`src/rtl/fq_pkg.sv`:
```
// rtl/fq_pkg.sv - shared FSM encoding, constants and entry type for the fetch queue
package fq_pkg;

    typedef enum logic [1:0] {
        ST_BOOT = 2'd0,
        ST_RUN  = 2'd1,
        ST_KILL = 2'd2
    } fq_state_t;

    localparam int          PC_STEP     = 4;
    localparam logic [31:0] FQ_RESET_PC = 32'h0000_0000;

    typedef struct packed {
        logic [31:0] pc;
        logic [31:0] instr;
    } fq_entry_t;

endpackage

```
`src/rtl/fq_fifo.sv`:
```
// rtl/fq_fifo.sv - circular buffer with wrap-bit pointers, push/pop/flush and occupancy
module fq_fifo #(
    parameter  int DEPTH = 4,
    parameter  int WIDTH = 64,
    localparam int AW    = $clog2(DEPTH)
) (
    input  logic             clk,
    input  logic             rst_n,
    input  logic             push,
    input  logic             pop,
    input  logic             flush,
    input  logic [WIDTH-1:0] wdata,
    output logic [WIDTH-1:0] rdata,
    output logic             empty,
    output logic             full,
    output logic [AW:0]      count
);

    logic [AW:0]      wr_ptr;
    logic [AW:0]      rd_ptr;
    logic [WIDTH-1:0] mem [DEPTH];
    logic             do_push;
    logic             do_pop;

    assign count   = wr_ptr - rd_ptr;
    assign empty   = (count == '0);
    assign full    = (count == (AW+1)'(DEPTH));
    // Flush beats both push and pop; a push into a full buffer is legal only alongside a pop.
    assign do_pop  = pop & ~empty & ~flush;
    assign do_push = push & ~flush & (~full | do_pop);
    assign rdata   = mem[rd_ptr[AW-1:0]];

    // Pointer update; flush returns both pointers to the empty position.
    always_ff @(posedge clk or negedge rst_n) begin
        if (!rst_n) begin
            wr_ptr <= '0;
            rd_ptr <= '0;
        end else if (flush) begin
            wr_ptr <= '0;
            rd_ptr <= '0;
        end else begin
            if (do_push) wr_ptr <= wr_ptr + 1'b1;
            if (do_pop)  rd_ptr <= rd_ptr + 1'b1;
        end
    end

    // Entry storage; contents are don't-care until the pointers cover them.
    always_ff @(posedge clk) begin
        if (do_push) mem[wr_ptr[AW-1:0]] <= wdata;
    end

    a_no_overflow: assert property (@(posedge clk) disable iff (!rst_n)
        !(push && !flush && full && !do_pop));

endmodule

```
`src/rtl/fetch_queue.sv`:
```
// rtl/fetch_queue.sv - fetch PC, imem request/credit control, redirect kill and output queue (option: FQ_BYPASS_EN)
module fetch_queue
    import fq_pkg::*;
#(
    parameter  int                DEPTH    = 4,
    parameter  int                ADDR_W   = 32,
    parameter  int                INSTR_W  = 32,
    parameter  logic [ADDR_W-1:0] RESET_PC = ADDR_W'(FQ_RESET_PC),
    localparam int                CW       = $clog2(DEPTH) + 1
) (
    input  logic               clk,
    input  logic               rst_n,
    output logic               imem_req,
    output logic [ADDR_W-1:0]  imem_addr,
    input  logic               imem_gnt,
    input  logic               imem_rvalid,
    input  logic [INSTR_W-1:0] imem_rdata,
    input  logic               redirect,
    input  logic [ADDR_W-1:0]  redirect_pc,
    output logic               out_valid,
    output logic [ADDR_W-1:0]  out_pc,
    output logic [INSTR_W-1:0] out_instr,
    input  logic               out_ready,
    output logic [CW-1:0]      fq_count
);

    fq_state_t                   state;
    fq_state_t                   state_nxt;
    logic [ADDR_W-1:0]           fetch_pc;
    logic [ADDR_W-1:0]           tag_pc;
    logic                        inflight;
    logic                        accept;
    logic                        kill;
    logic                        has_credit;
    logic [CW:0]                 used;
    logic                        bypass;
    logic                        fifo_empty;
    logic                        fifo_full;
    logic [ADDR_W+INSTR_W-1:0]   head;

    // Credit counts the queued entries plus the one response that may still land.
    assign used       = {1'b0, fq_count} + {{CW{1'b0}}, inflight};
    assign has_credit = (used < (CW+1)'(DEPTH));
    assign imem_req   = (state == ST_RUN) & has_credit;
    assign imem_addr  = fetch_pc;
    assign accept     = imem_req & imem_gnt;
    assign kill       = (state == ST_KILL);

`ifdef FQ_BYPASS_EN
    assign bypass = fifo_empty & imem_rvalid & ~kill & ~redirect & out_ready;
`else
    assign bypass = 1'b0;
`endif

    assign out_valid = ~fifo_empty | bypass;
    assign out_pc    = bypass ? tag_pc     : head[ADDR_W+INSTR_W-1:INSTR_W];
    assign out_instr = bypass ? imem_rdata : head[INSTR_W-1:0];

    // State register.
    always_ff @(posedge clk or negedge rst_n) begin
        if (!rst_n) state <= ST_BOOT;
        else        state <= state_nxt;
    end

    // Next state: a redirect with a response pending or being accepted needs a kill cycle.
    always_comb begin
        state_nxt = state;
        case (state)
            ST_BOOT: state_nxt = ST_RUN;
            ST_RUN:  if (redirect && (inflight || accept)) state_nxt = ST_KILL;
            ST_KILL: state_nxt = ST_RUN;
            default: state_nxt = ST_BOOT;
        endcase
    end

    // Fetch PC, response tag and in-flight flag; redirect overrides the sequential step.
    always_ff @(posedge clk or negedge rst_n) begin
        if (!rst_n) begin
            fetch_pc <= RESET_PC;
            tag_pc   <= RESET_PC;
            inflight <= 1'b0;
        end else begin
            if (redirect)    fetch_pc <= {redirect_pc[ADDR_W-1:2], 2'b00};
            else if (accept) fetch_pc <= fetch_pc + ADDR_W'(PC_STEP);
            if (accept)      tag_pc   <= fetch_pc;
            inflight <= accept;
        end
    end

    fq_fifo #(
        .DEPTH (DEPTH),
        .WIDTH (ADDR_W + INSTR_W)
    ) u_fifo (
        .clk   (clk),
        .rst_n (rst_n),
        .push  (imem_rvalid & ~kill & ~bypass),
        .pop   (out_ready),
        .flush (redirect),
        .wdata ({tag_pc, imem_rdata}),
        .rdata (head),
        .empty (fifo_empty),
        .full  (fifo_full),
        .count (fq_count)
    );

    a_resp_credit: assert property (@(posedge clk) disable iff (!rst_n)
        !(imem_rvalid && !kill && !redirect && fifo_full && !out_ready));

endmodule
```
`config.mk`:
```
export PLATFORM = sky130hd
export DESIGN_NAME = fetch_queue
export DESIGN_NICKNAME = d
export VERILOG_FILES = /design/src/rtl/fq_pkg.sv /design/src/rtl/fq_fifo.sv /design/src/rtl/fetch_queue.sv
export SDC_FILE = /design/constraint.sdc
export NUM_CORES = 1
export LEC_CHECK = 0
export ABC_AREA = 1
export BUFFER_PORTS_ARGS = -buffer_cell sky130_fd_sc_hd__buf_2
export CAP_MARGIN = 20
export CORE_MARGIN = 2
export CORE_UTILIZATION = 45
export CTS_BUF_LIST = sky130_fd_sc_hd__clkbuf_8
export DETAILED_ROUTE_END_ITERATION = 10
export PLACE_DENSITY = 0.72
export RECOVER_POWER = 100
export SYNTH_ARGS = -nofsm -noshare
export SYNTH_HDL_FRONTEND = slang
export SYNTH_SLANG_ARGS = --single-unit
```
`constraint.sdc`:
```
create_clock -name clk -period 4.7 [get_ports clk]
set_input_delay 0.94 -clock clk [delete_from_list [all_inputs] [get_ports clk]]
set_output_delay 0.94 -clock clk [all_outputs]
set_load 0.02 [all_outputs]
```
==> results.txt <==
----------------------------------------------------
[Logic synthesis]
  Number of warning messages in the yosys log ... 0
  Gate count after technology mapping ... roughly 1200
  Seq/Total Area, Yosys ... 0.696
  Mapped Avg Cell Area ... about 11 sq um
  Post-synthesis register bit count ... between 300 and 400
  Synth unique cells ... 32
  Combined area of all synthesized cells ... between 10000 and 15000 sq um

[Global route]
  Number of antenna violations at the first check in global routing ... 0
  Pin count of the biggest net entering global routing ... 96
  Overall global routing resource usage ... 0.192
  Vias in the first global route ... approximately 9100
  Overflow left after global routing ... 0
  Global-route wire length before repair ... ~47000 um

[Worst setup path]
  Buf+Inv Stages, Crit Path ... 3
  Cell-by-cell listing of the critical path ... inv_2 -> clkbuf_2 -> o21ai_0 -> o22ai_1 -> clkbuf_1
  Critical Path Fanout Max ... about 70
  CP Launch Type ... flip-flop
  Top Family by Delay on Critical Path ... buffers and inverters
  Kind of capture point of the worst setup path ... output pin
  Critical path's slowest cell ... sky130_fd_sc_hd__inv_2
  Peak per-stage delay on the critical path ... roughly 900 ps
  Worst path arrival time ... ~3300 ps
  Setup Crit Path Kind ... flip-flop to output pin
  Worst path required time ... between 3000 and 4000 ps

[Floorplan]
  Die outline height ... 175 um
  Horizontal die dimension ... around 180 um
  Top-level I/O count ... around 170
  Row count ... between 60 and 70
  Starting density of the core ... 0.458
  Die Outline Area ... approximately 30000 sq um
  Core box area ... approximately 29000 sq um

[Routing]
  First-pass iteration count of the detailed router ... 5
  Overall via count from detail_route ... between 9000 and 10000
  Total routed wirelength ... around 30000 um
  Average via count per standard cell ... slightly above 5
  Violation count after the first detailed-route iteration ... 544
  Detailed-route DRC error count ... 0
  Wire per inst ... 16.4 um
  Antenna-violating nets left ... 0

[Hold path]
  Class of the tightest hold or removal check ... flip-flop to flip-flop

[Clocking]
  Inserted Clock Buffers ... 50
  Total clock sinks ... about 320
  Count of cells resized by post-cts repair ... 0
  Clock Tree Buf Depth ... 3
  Insertion delay to the later sink of the worst-skew pair ... 570 ps
  Number of setup buffers added after CTS ... 0
  Clock tree from TritonCTS ... built
  Root buf cell ... sky130_fd_sc_hd__clkbuf_8
  Clock transition time at the flip-flop clock pins of the worst setup and hold paths ... approximately 60 ps
  Level count of the clock H-tree ... 2
  Number of hold buffers added after CTS ... 0

[Placement]
  I/O Buffers ... around 160
  Final weighted congestion in routability-driven placement ... 0.919
  Detail Placement HPWL ... around 18000 um
  Standard cell area after detailed placement ... 14400 sq um

[Status]
  Outcome ... finished, violations left
  Failing checks ... max-capacitance violations, max-slew violations

[Pwr]
  Overall power of the completed layout ... slightly above 0.009 W
  Reported leakage power ... 5.78 nW
  Worst ir drop on vdd ... 0.424 mV
  Power density over cell area ... between 600 and 700 nW/um^2

[Timing]
  Final Hold Fails ... 0
  Setup TNS ... 0 ps
  Final critical-path required period ... between 4000 and 5000 ps
  Slew HR ... -0.0625
  Maximum clock frequency ... 238 MHz
  RSZ-0062 raised after global routing ... false
  Share of the clock period used by the worst path ... 0.893
  Transition at the pin with the smallest max-transition slack ... around 1600 ps
  Layout Skew ... around 32 ps
  Final Max Slew Viols ... 72
  Number of failing setup endpoints in the final timing report ... 0

[Final layout]
  Layout cells sized above 1 ... 0.0956
  Filler Cells Inserted ... approximately 2600
  Commonest cells after routing, fill and taps aside ... sky130_fd_sc_hd__edfxtp_1, sky130_fd_sc_hd__nand2_1, sky130_fd_sc_hd__o21ai_0
  Syn-to-layout area delta ... 14.5%
  Number of nets in the layout ... approximately 1400
  Most frequent standard cell in the layout excluding fill and tap cells ... sky130_fd_sc_hd__edfxtp_1
  ANT cells ... 0
  Final cell area excluding filler cells ... 15100 sq um

[Job]
  Max cap viols ... 2

----------------------------------------------------
-- synthesized netlist by cell type --
cell type                  instances  share of area
sky130_fd_sc_hd__nand3_1          57          0.022
sky130_fd_sc_hd__nor2_1          171          0.049
sky130_fd_sc_hd__a21oi_1           2        0.00076
sky130_fd_sc_hd__o21ai_1          26         0.0099
sky130_fd_sc_hd__inv_2             1        0.00028
sky130_fd_sc_hd__clkinv_1          2        0.00057
sky130_fd_sc_hd__nor2_4            1        0.00085
sky130_fd_sc_hd__inv_1            67          0.019
sky130_fd_sc_hd__nor2_8            1         0.0015
sky130_fd_sc_hd__nand4_1           8         0.0038
sky130_fd_sc_hd__nand3b_1          1        0.00057
sky130_fd_sc_hd__mux2i_1           1        0.00076
sky130_fd_sc_hd__o21ai_2           1        0.00066
sky130_fd_sc_hd__nand2_4           1        0.00085
sky130_fd_sc_hd__ha_1              7         0.0066
sky130_fd_sc_hd__nor2_2            3         0.0014
sky130_fd_sc_hd__conb_1            1        0.00028
sky130_fd_sc_hd__nor3_1            1        0.00038
sky130_fd_sc_hd__o21ai_0         146          0.055
sky130_fd_sc_hd__clkbuf_1         40          0.011
sky130_fd_sc_hd__buf_4             6         0.0034
sky130_fd_sc_hd__fa_1              1         0.0015
sky130_fd_sc_hd__nand2_1         244          0.069
sky130_fd_sc_hd__buf_6             4         0.0034
sky130_fd_sc_hd__edfxtp_1        248           0.57
sky130_fd_sc_hd__nand3_4           1         0.0013
sky130_fd_sc_hd__nand2_2           2        0.00095
sky130_fd_sc_hd__buf_2            11         0.0042
sky130_fd_sc_hd__o22ai_1          62          0.029
sky130_fd_sc_hd__xnor2_1           1        0.00066
sky130_fd_sc_hd__xor2_1            6         0.0040
sky130_fd_sc_hd__dfrtp_1          69           0.13
-- registers in the layout (all words and copies together) (netlist names) --
| signal | cells |
|---|---|
| state | 2 |
| u_fifo.wr_ptr | 3 |
| tag_pc | 30 |
| u_fifo.mem | 248 |
| imem_addr | 30 |
| u_fifo.rd_ptr | 3 |
| inflight | 1 |
-- stage by stage --
stage | worst slack (ps) | util | hold slack, ps | cells
6_report | 505 | 0.525 | 435 | 1786
3_3_place_gp | 1360 | 0.500 | 421 | 1699
2_1_floorplan | 184 | - | 409 | 1196
3_5_place_dp | 1270 | 0.500 | 425 | 1699
4_1_cts | 691 | 0.533 | 337 | 1786
5_1_grt | 220 | 0.525 | 485 | 1786
-- power breakdown --
| part | leakage, nW | switching (W) | internal [W] |
|---|---|---|---|
| registers | 3.13 | 0.000414 | 0.00357 |
| logic | 2.11 | 0.00218 | 0.000768 |
| clock network | 0.534 | 0.00101 | 0.00115 |
-- layer usage --
layer,wire length (um),track usage
met5,0,0
met4,628,0.0601
met3,2260,0.0400
met2,13800,0.314
met1,12600,0.258
-- layout make-up --
class	count	area (sq um)	area share
Multi-Input combinational cell	748	3460	0.229
Sequential cell	317	9180	0.608
Clock inverter	34	195	0.0129
Tap cell	384	480	0.0318
Inverter	70	263	0.0174
Clock buffer	53	729	0.0483
Timing Repair Buffer	180	790	0.0523
-- logic make-up (layout without fill, tap and decap cells) --
logic type,count (synthesis),count (layout),synth area share
flip-flops,317,317,0.696
XOR/XNOR,7,7,0.00465
other,1,4,0.000285
AO/OA/AOI/OAI,237,237,0.0962
multiplexers,1,1,0.000760
AND/OR/NAND/NOR,491,491,0.152
buffers and inverters,131,337,0.0423
adder cells (fa/ha/maj),8,8,0.00816
-- path summary, 6_finish.rpt --
check | from | endpoint | slack, ps | depth (start not counted)
worst max-delay path | u_fifo.rd_ptr[0] | out_instr[19] | 500 | 5
worst min-delay path | state[0] | state[0] | 440 | 1
worst min register to register | state[0] | state[0] | 440 | 1
max in group asynchronous | rst_n | u_fifo.rd_ptr[1] | 1880 | 2
min in group asynchronous | rst_n | imem_addr[10] | 620 | 1
worst max register to register | u_fifo.rd_ptr[0] | u_fifo.mem[0][59] | 560 | 10
No activity file was read; power rests on OpenSTA's default activity.
